$ cat config.mk
export PLATFORM = sky130hd
export DESIGN_NAME = cdc_tx_arbiter
export DESIGN_NICKNAME = d
export VERILOG_FILES = /design/src/rtl/cdc_pkg.sv /design/src/rtl/rr_arbiter.sv /design/src/rtl/cdc_tx_arbiter.sv
export SDC_FILE = /design/constraint.sdc
export NUM_CORES = 1
export LEC_CHECK = 0
export CORE_AREA = 2 2 99 101
export CTS_CLUSTER_DIAMETER = 100
export CTS_CLUSTER_SIZE = 40
export DETAILED_ROUTE_END_ITERATION = 8
export DIE_AREA = 0 0 101 103
export HOLD_SLACK_MARGIN = 0.06
export MAX_ROUTING_LAYER = met4
export PLACE_DENSITY = 0.78
export SETUP_SLACK_MARGIN = 0.2
export SLEW_MARGIN = 20
export SYNTH_ARGS = -nofsm -noshare
export SYNTH_HDL_FRONTEND = slang
export SYNTH_SLANG_ARGS = --single-unit
$ cat constraint.sdc
create_clock -name clk -period 3.05 [get_ports clk]
set_input_delay 0.7625 -clock clk [delete_from_list [all_inputs] [get_ports clk]]
set_output_delay 0.7625 -clock clk [all_outputs]
set_load 0.05 [all_outputs]
$ cat src/rtl/cdc_pkg.sv
// Shared types and helpers for the left-domain CDC transmit controller.
package cdc_pkg;

    typedef enum logic [1:0] {
        CDC_IDLE,
        CDC_REQ,
        CDC_REL
    } cdc_tx_state_e;

    // Source-ID width: enough bits to name N requesters, never narrower than 1.
    function automatic int cdc_id_w(int n);
        return (n > 1) ? $clog2(n) : 1;
    endfunction

endpackage

$ cat src/rtl/rr_arbiter.sv
// Combinational round-robin picker: first asserted request at or above ptr,
// wrapping from N-1 back to 0. ptr is assumed to be in range [0, N-1].
module rr_arbiter
    import cdc_pkg::*;
#(
    parameter int N   = 4,
    parameter int IDW = cdc_id_w(N)
) (
    input  logic [N-1:0]   req,
    input  logic [IDW-1:0] ptr,
    output logic [N-1:0]   gnt,
    output logic [IDW-1:0] gnt_id,
    output logic           any
);

    int idx;

    // Walk the N candidates in priority order starting at ptr; keep the first hit.
    always_comb begin
        gnt    = '0;
        gnt_id = '0;
        any    = 1'b0;
        idx    = 0;
        for (int k = 0; k < N; k++) begin
            idx = int'(ptr) + k;
            if (idx >= N) idx = idx - N;
            if (!any && req[idx]) begin
                any        = 1'b1;
                gnt[idx]   = 1'b1;
                gnt_id     = IDW'(idx);
            end
        end
    end

endmodule

$ cat src/rtl/cdc_tx_arbiter.sv
// Left-domain source controller for the CDC req/ack channel: round-robin
// arbitration over N requesters, then a full four-phase handshake per word.
module cdc_tx_arbiter
    import cdc_pkg::*;
#(
    parameter int N   = 4,
    parameter int W   = 32,
    parameter int IDW = cdc_id_w(N)
) (
    input  logic               clk,
    input  logic               rst_n,
    input  logic [N-1:0]       in_valid,
    output logic [N-1:0]       in_ready,
    input  logic [N*W-1:0]     in_data,
    output logic               cdc_req,
    input  logic               cdc_ack,
    output logic [IDW+W-1:0]   cdc_data,
    output logic               busy,
    output logic [IDW-1:0]     grant_id
);

    cdc_tx_state_e      state_q, state_d;
    logic [IDW-1:0]     ptr_q, ptr_d;
    logic [IDW-1:0]     grant_id_q, grant_id_d;
    logic               cdc_req_q, cdc_req_d;
    logic [IDW+W-1:0]   cdc_data_q, cdc_data_d;

    logic [N-1:0]       arb_gnt;
    logic [IDW-1:0]     arb_id;
    logic               arb_any;
    logic               take;

    rr_arbiter #(.N(N), .IDW(IDW)) u_rr (
        .req    (in_valid),
        .ptr    (ptr_q),
        .gnt    (arb_gnt),
        .gnt_id (arb_id),
        .any    (arb_any)
    );

    // A grant needs an idle channel and a low ack; a stale high ack after
    // reset therefore holds off the first transfer until it clears.
    assign take = (state_q == CDC_IDLE) && !cdc_ack && arb_any;

    // Accept strobe is held low during reset even though the FSM sits in IDLE.
    assign in_ready = (rst_n && take) ? arb_gnt : '0;
    assign busy     = (state_q != CDC_IDLE);
    assign cdc_req  = cdc_req_q;
    assign cdc_data = cdc_data_q;
    assign grant_id = grant_id_q;

    // Next-state: latch winner on grant, then only advance on the expected ack level.
    always_comb begin
        state_d    = state_q;
        ptr_d      = ptr_q;
        grant_id_d = grant_id_q;
        cdc_req_d  = cdc_req_q;
        cdc_data_d = cdc_data_q;
        case (state_q)
            CDC_IDLE: begin
                if (take) begin
                    cdc_data_d = {arb_id, in_data[int'(arb_id)*W +: W]};
                    grant_id_d = arb_id;
                    cdc_req_d  = 1'b1;
                    // Explicit wrap so non-power-of-2 N never lets ptr reach N.
                    ptr_d      = (arb_id == IDW'(N-1)) ? '0 : arb_id + IDW'(1);
                    state_d    = CDC_REQ;
                end
            end
            CDC_REQ: begin
                if (cdc_ack) begin
                    cdc_req_d = 1'b0;
                    state_d   = CDC_REL;
                end
            end
            CDC_REL: begin
                if (!cdc_ack) state_d = CDC_IDLE;
            end
            default: begin
                cdc_req_d = 1'b0;
                state_d   = CDC_IDLE;
            end
        endcase
    end

    // State, pointer and output registers; async reset drops any open transfer.
    always_ff @(posedge clk or negedge rst_n) begin
        if (!rst_n) begin
            state_q    <= CDC_IDLE;
            ptr_q      <= '0;
            grant_id_q <= '0;
            cdc_req_q  <= 1'b0;
            cdc_data_q <= '0;
        end else begin
            state_q    <= state_d;
            ptr_q      <= ptr_d;
            grant_id_q <= grant_id_d;
            cdc_req_q  <= cdc_req_d;
            cdc_data_q <= cdc_data_d;
        end
    end

endmodule
==> results of run 1 <==
## synthesized netlist by cell type, types with 2 or more instances
cell type	instances
dfrtp_1	39
clkbuf_1	18
a2111oi_1	8
a221oi_1	3
a221oi_2	29
a2111oi_0	23
a31oi_1	4
nor2_1	2
buf_4	2
buf_6	9
nor3_1	4
inv_1	6
and3_1	64
nand2_1	42
mux4_2	4
nand3_1	5
a22oi_1	5
o31ai_1	33
buf_2	18
or2_2	5
ha_1	5
## sequential cells by signal (all words and copies together), names as in the netlist
register	count
grant_id	2
cdc_req	1
cdc_data	32
ptr_q	2
state_q	2
## layout make-up
type | instances | area, sq um
clock inverter | 1 | 5.005
timing repair buffer | 208 | 2182
tap | 114 | 142.6
inverter | 6 | 25.02
fill | 826 | 3850
clock buffer | 6 | 82.58
sequential | 39 | 975.9
multi-input combinational | 261 | 2196
## worst register-to-register path, delay by kind of cell (launching register included)
kind	cells	cell delay [ns]
AOI/OAI and AO/OA	3	0.72
muxes	1	0.56
DFF	1	0.39
and+or+nand+nor	1	0.16
buffers and inverters	3	0.61
## worst max path at each step
stage | end | slack [ns] | depth (start not counted)
floorplan | in_ready[0] | -0.19 | 10
global placement | in_ready[1] | -0.26 | 7
detailed placement | in_ready[3] | -0.30 | 7
CTS | in_ready[0] | -0.15 | 8
global route | in_ready[1] | -0.24 | 8
finish | in_ready[1] | -0.13 | 8
## timing repair
item / 4_1_cts / 5_1_grt
gates resized for setup: 6 / 1
cloned: 0 / 0
endpoints found under the setup margin: 8 / 4
hold endpoints to repair: 0 / 0
setup buffers: 3 / 0
pin swaps: 8 / 2
## power breakdown
part | switching [W] | internal (W)
Sequential | 0.000139 | 0.000755
Clock | 0.000172 | 0.000178
Combinational | 0.00265 | 0.00193
Total | 0.00296 | 0.00286
## placed cells by master (no fill, tap or decap), types with 2 or more instances in the layout
| cell | count |
|---|---|
| clkdlybuf4s50_1 | 167 |
| and3_1 | 64 |
| nand2_1 | 40 |
| dfrtp_1 | 39 |
| o31ai_1 | 33 |
| a221oi_2 | 29 |
| a2111oi_0 | 23 |
| buf_4 | 20 |
| buf_12 | 16 |
| a2111oi_1 | 8 |
| clkbuf_8 | 6 |
| nand3_1 | 5 |
| inv_1 | 4 |
| mux4_2 | 4 |
| a22oi_1 | 4 |
| or2_4 | 4 |
| a31oi_4 | 4 |
| ha_1 | 4 |
| dlygate4sd2_1 | 4 |
| nor3_1 | 3 |
| a221oi_1 | 3 |
| nand2_2 | 2 |
| nor2_1 | 2 |
## cell families (layout without fill, tap and decap cells)
group	count (synthesis)	in the layout
AO/OA/AOI/OAI	121	121
flip-flops	39	39
AND/OR/NAND/NOR	129	129
multiplexers	5	5
buffers and inverters	54	221
adder cells (fa/ha/maj)	5	5
XOR/XNOR	1	1
## layer usage
layer,global-route usage,vias up,wire length [um]
met5,-,-,0
met4,0.06237,0,162
met3,0.03186,12,653
met2,0.3733,146,5603
met1,0.2537,1755,4610
li1,-,1751,-
## through the flow
stage               cells  hold slack [ns]  TNS [ns]    util
detailed placement    625           0.4656    -2.518  0.5808
CTS                   635           0.4834   -0.5759  0.5925
global placement      625           0.4605    -1.548  0.5808
floorplan             354           0.4669   -0.7683       -
finish                635           0.4780   -0.4802  0.5930
global route          635           0.5063   -0.8506  0.5930
==> results.txt, run 1 <==
The worst-case IR drop observed on VDD is 0.5007 mV. The tools report the total via count in the routed design as 3664. The vertical die dimension works out to 103 um. The H-tree generated during clock tree synthesis spans 2 levels. Dividing total power by cell area gives a power density of 1037 nW/um^2. The highest cell delay on the worst timing path was 0.56 ns. The number of cells on the worst reg-to-reg path is 8.

The run finished, with violations left. The tools report the worst hold endpoint as cdc_data[29]. For this design, the CTS-stage hold fixing added 0 buffers. The tools report the total global-route track usage as 0.2127. Setup violations remaining at the end of the flow were counted as 4.

The CTS clock-pin slew for the worst setup and hold paths is 0.07 ns, and the routed length per instance is 17.37 um. The highest clock frequency the design can meet is 0.3147 GHz, and the xor-xnor portion of the synthesized cell area is 0.002601. At the placement stage, the worst setup path has a slack of -0.3048 ns. On the critical path, the stage with the largest delay is an instance of mux4_2.

For the count of final hold-check violations, the log shows 0. Yosys mapped the design onto 47 distinct sky130hd cell types. The critical path is of the reg -> out type. Subtracting the final worst setup slack from the clock period gives 3.178 ns.

The share of synthesized flip-flops with an asynchronous set or reset is 1.000, and the number of synthesized register bits is 39. At the pin with the least slew margin, the transition time is 0.5556 ns. The total congestion overflow came out at 0. The relative slew slack was 0.6284; the count of boundary I/O pins was 177. At the worst endpoint, the required time is 2.29 ns.

Number of global-route vias before repair: 3632. The root cell of the clock tree is clkbuf_8. Counting flops with a built-in enable in the synthesized netlist gives 0. The final setup slack of the worst path is -0.1280 ns, and the count of buffers from port buffering is 176.

Across all register-to-register paths, the minimum setup slack is 0.49 ns. The first TritonRoute pass finished after 4 iterations. The worst register-to-register path ends at cdc_data[0].

After routing the design area is 5609 sq um. Gate family responsible for the most delay along the worst path: multiplexers. Number of warnings printed during yosys synthesis: 0.

The logs give 354 for the gate count of the mapped netlist and 0 for the final antenna diode count. The simple-gate share of the synthesized area is 0.2092. After synthesis, the cell types taking the most area are dfrtp_1, a221oi_2, and3_1, o31ai_1, a2111oi_0. For this design the static power due to leakage is 2.269 nW. The net count after synthesis is 494, and the maximum fanout along the worst path is 5. Using the TritonRoute via totals, the vias-per-cell ratio works out to 5.770. The area share of fa/ha/maj cells after synthesis works out to 0.01858. Setup repair after global routing could not meet its margin everywhere. Counting both buffers and inverters, the worst setup path holds a total of 2. The logs give 0 for the number of max-slew violations in the final report and 0 for the number of antenna violations at the first check in global routing. The run gives 5 as the TritonCTS buffer count. The largest total area in the synthesized netlist belongs to dfrtp_1.

The min-delay analysis places its worst path in the category reg -> reg. The final setup skew was 0.003916 ns; the final critical-path share of the clock period was 1.042. The first-iteration detailed-routing DRC count came out at 197.

For the number of buffers on the longest clock path, the log shows 2. By area, the combinational part of the netlist is dominated by compound AO/OA/AOI/OAI gates. Counting every sink on the clock net gives 39. For the initial cell density of the core, the log shows 0.3560. Largest net degree at the start of global routing: 66.

The mux contribution to synthesized area was 0.03122. The clock insertion delay at the later pin of the skew report is 0.28 ns. The tools report the final net count as 661.

In this run the most critical hold path is launched from cdc_data[29]. The run gives 36 as the placement row count. The signal on the critical path passes through inv_4 -> ha_4 -> mux4_2 -> nor2b_4 -> a22oi_1 -> or2_4 -> a31oi_4 -> buf_12. The average instance area after synthesis was 9.511 sq um; the growth of design area from synthesis to finish was 66.59%. The startpoint identified for the worst register-to-register timing path is ptr_q[0]. The first global-routing pass estimated 17480 um of wire.

STA classifies the critical path startpoint as a flop. The fraction of layout cells with a size suffix above 1 works out to 0.1958. The detail route stage leaves a number of antenna-violating nets equal to 0. The worst hold path was traced through 2 stages.

The share of Yosys cell area claimed by the top area cell type is 0.2899, and the area of the core region is 9459 sq um. The remaining routing DRC violations was 0; the sequential-to-total area share from yosys stat was 0.2899. Across the run, the number of max-cap violations was 0. The tools report the cell area after synthesis as 3367 sq um. The type of element capturing the critical path is an output pin.

For the global placer's final weighted congestion, the log shows 0.8314. After detailed routing, the total wire length is 11030 um. The die area was 10400 sq um. The checks that failed: setup timing. For the worst setup path, the data arrival time is 2.42 ns. The share of the synthesized area in compound gates (AO/OA/AOI/OAI) works out to 0.3590.

For this run, the leading register cell type out of synthesis is dfrtp_1. Die span in x: 101 um. The placed instances occupy a cell area of 5494 sq um.

Summed over all nets, the half-perimeter wirelength after detailed placement is 8075 um. The most critical setup path has its startpoint at ptr_q[0]. TritonCTS built the clock tree. Total power for the finished layout comes to 0.005814 W.
No activity file was read; power rests on OpenSTA's default activity.
==> run 2: changes to the inputs <==
--- a/config.mk
+++ b/config.mk
@@ -5,14 +5,15 @@
 export SDC_FILE = /design/constraint.sdc
 export NUM_CORES = 1
 export LEC_CHECK = 0
-export CORE_AREA = 2 2 99 101
+export CORE_AREA = 2 2 81 83
 export CTS_CLUSTER_DIAMETER = 100
 export CTS_CLUSTER_SIZE = 40
 export DETAILED_ROUTE_END_ITERATION = 8
-export DIE_AREA = 0 0 101 103
+export DIE_AREA = 0 0 83 85
+export DONT_BUFFER_PORTS = 1
 export HOLD_SLACK_MARGIN = 0.06
 export MAX_ROUTING_LAYER = met4
-export PLACE_DENSITY = 0.78
+export PLACE_DENSITY = 0.73
 export SETUP_SLACK_MARGIN = 0.2
 export SLEW_MARGIN = 20
 export SYNTH_ARGS = -nofsm -noshare
==> run 2 against run 1 <==
The flow still finishes with violations (setup timing); highest routed layer unchanged; hold slack worse by 0.32 ns; sequential cell count stayed put; first-iteration DRC count grew 3.6%; final cell count is 34% lower; final area fell by 34%; core utilization decreased by 0.053 points.
==> results.txt, run 2 (synthesis gave the netlist of run 1 again) <==
The relative slew slack was 0.3679 (was 0.6284); the total congestion overflow was 0 (unchanged). The tools report the remaining routing DRC violations as 0 (unchanged). The critical setup path kind was reg -> out (unchanged). For the die area, the log shows 7055 sq um (was 10400 sq um). The count of final hold-check violations was 0 (unchanged). The count of buffers from port buffering came out at 0 (was 176). The global placer's final weighted congestion is 0.8524 (was 0.8314), and the total of endpoints with negative setup slack in the final report is 4 (unchanged). The highest cell delay on the worst timing path was 0.53 ns (was 0.56 ns). The routed length per instance works out to 22.56 um (was 17.37 um). Violated checks: setup timing (unchanged). Crit-path cells: inv_4 -> ha_4 -> mux4_2 -> nor2b_4 -> a22oi_1 -> or2_4 -> a31oi_4 -> buf_12 (unchanged).

The depth of the most critical reg-to-reg path came out at 7 (was 8). The final critical-path share of the clock period is 1.025 (was 1.042), and the fraction of layout cells with a size suffix above 1 is 0.2765 (was 0.1958). The TritonCTS buffer count is 5 (unchanged). The maximum fanout along the worst path is 5 (unchanged).

Setup repair after global routing could not meet its margin everywhere. Power per cell area: 1355 nW/um^2 (was 1037 nW/um^2). The logs give 0.2741 (was 0.2127) for the total global-route track usage and 0.004041 ns (was 0.003916 ns) for the final setup skew.

TritonCTS built the clock tree. The tools report the static leakage as 1.502 nW (was 2.269 nW). For the first-iteration detailed-routing DRC count, the log shows 204 (was 197). Master of the slowest instance on the critical path: mux4_2 (unchanged). The growth of design area from synthesis to finish works out to 9.179% (was 66.59%). The total via count in the routed design is 2970 (was 3664), and the die span in x is 83 um (was 101 um). The tools report the wire length of the first global-routing pass as 15290 um (was 17480 um).

The startpoint type of the worst setup path is a flop (unchanged). Number of detailed-routing iterations run before antenna repair: 4 (unchanged). H-tree depth: 2 (unchanged). For the number of buffers on the longest clock path, the log shows 2 (unchanged). The tools report the end of the worst register-to-register path as cdc_data[1] (was cdc_data[0]). The tools report the remaining antenna violation count after routing as 0 (unchanged). The most common cell after layout, fill and taps aside is and3_1 (was clkdlybuf4s50_1). The tools report the root cell of the clock tree as clkbuf_8 (unchanged).

The run gives 71 (was 66) as the largest net degree at the start of global routing. The count of boundary I/O pins is 177 (unchanged), and the number of maximum-capacitance violations is 0 (unchanged). CTS clock-pin slew for the worst setup and hold paths: 0.08 ns (was 0.07 ns). For the total power draw, the log shows 0.004982 W (was 0.005814 W). The number of global-route vias before repair was 2901 (was 3632); the routed via count divided by cell count was 7.105 (was 5.770).

The vertical die dimension is 85 um (was 103 um). The run finished, with violations left. The placement row count is 29 (was 36), and the initial cell density of the core is 0.5426 (was 0.3560).

The type of element capturing the critical path is an output pin (unchanged). The shortest clock period the worst path allows after layout works out to 3.128 ns (was 3.178 ns). The run gives 2.29 ns (about the same) as the critical path data required time. The run gives 0.3197 GHz (was 0.3147 GHz) as the highest clock frequency the design can meet. Commonest cells after routing, fill and taps aside: and3_1, nand2_1, dfrtp_1 (was clkdlybuf4s50_1, and3_1, nand2_1).

Final standard cell utilization of the core: 0.5925 (was 0.5930). For the final net count, the log shows 479 (was 661). The logs give 0 (unchanged) for the number of max-slew violations in the final report and 2.37 ns (was 2.42 ns) for the data arrival time of the critical path.

The run gives 1 (was 0) as the number of antenna violations at the first check in global routing. For the clock sink count, the log shows 39 (unchanged). The logs give 9431 um (was 11030 um) for the wire length reported by the detailed router and 0 (unchanged) for the post-cts hold buffer count.

The half-perimeter wire length after placement was 6513 um (was 8075 um); the worst-margin pin slew was 0.9482 ns (was 0.5556 ns). The tools report the setup slack at placement as 0.1047 ns (was -0.3048 ns). The classification of the worst-slack hold path is in -> async (was reg -> reg). The final setup slack of the worst path is -0.07763 ns (was -0.1280 ns).

The logs give 0.6073 mV (was 0.5007 mV) for the largest vdd supply drop and 0.37 ns (was 0.49 ns) for the internal reg-to-reg setup slack. The launch point of the worst reg-to-reg path was ptr_q[0] (unchanged). The flip-flop count of the largest register, all copies and words added was 32 (unchanged); the clock insertion delay at the later pin of the skew report was 0.29 ns (was 0.28 ns).

The area of the core region was 6205 sq um (was 9459 sq um).
==> run 2: cell types whose count changed in the layout (fill, tap and decap cells not counted), sizes merged <==
cell           previous run  this run
dlygate4sd2               4         0
clkinvlp                  0         1
clkdlybuf4s50           167         0
diode                     0         1
buf                      37        26
==> run 2: through the flow <==
| stage | hold slack [ns] | TNS, ns | cell area, sq um | std cells |
|---|---|---|---|---|
| after detailed placement | 0.4684 | 0 | 3536 | 405 |
| after global routing | 0.1389 | -0.6503 | 3676 | 418 |
| after CTS | 0.1472 | -0.3731 | 3656 | 417 |
| after floorplan | 0.4669 | -0.7683 | 3462 | 354 |
| final | 0.1603 | -0.2877 | 3676 | 418 |
| after global placement | 0.4684 | 0 | 3536 | 405 |
==> run 2: worst max-delay path: cells and delay by family, from the launching register on <==
kind            cells  cell delay (ns)
flops               1             0.39
mux                 1             0.53
buf+inv             2             0.21
fa+ha+maj           1             0.27
compound gates      2             0.23
simple gates        2             0.42
==> run 2: routing by layer <==
| layer | global-route usage | wire, um |
|---|---|---|
| met1 | 0.3262 | 3780 |
| met5 | - | 0 |
| met2 | 0.4604 | 4781 |
| met4 | 0.07750 | 122 |
| met3 | 0.07296 | 747 |
==> run 2: final cells by class <==
| class | instances | area [sq um] |
|---|---|---|
| multi-input combinational | 261 | 2208 |
| sequential | 39 | 975.9 |
| clock buffer | 6 | 72.57 |
| antenna | 1 | 2.502 |
| fill | 545 | 2529 |
| timing repair buffer | 26 | 282.8 |
| tap | 77 | 96.34 |
| clock inverter | 2 | 12.51 |
| inverter | 6 | 25.02 |
==> run 2: how the worst max path moves through the flow <==
stage,start,endpoint,depth (start not counted)
floorplan,ptr_q[0],in_ready[0],10
global placement,in_valid[2],in_ready[0],6
detailed placement,ptr_q[0],in_ready[2],8
CTS,ptr_q[0],in_ready[2],8
global route,ptr_q[0],in_ready[0],8
finish,ptr_q[0],in_ready[3],8
==> run 2: power breakdown <==
group,total (W),leakage (nW),internal (W),switching [W]
logic,0.00288,0.980,0.00125,0.00164
clock network,0.000349,0.0412,0.000160,0.000189
registers,0.00175,0.480,0.000738,0.00101
==> run 2: what timing repair did <==
action | in CTS | in global routing
endpoints found under the hold margin | 0 | 0
gates resized for setup | 2 | 5
pin swaps | 4 | 4
endpoints found under the setup margin | 4 | 5
setup buffers | 4 | 0
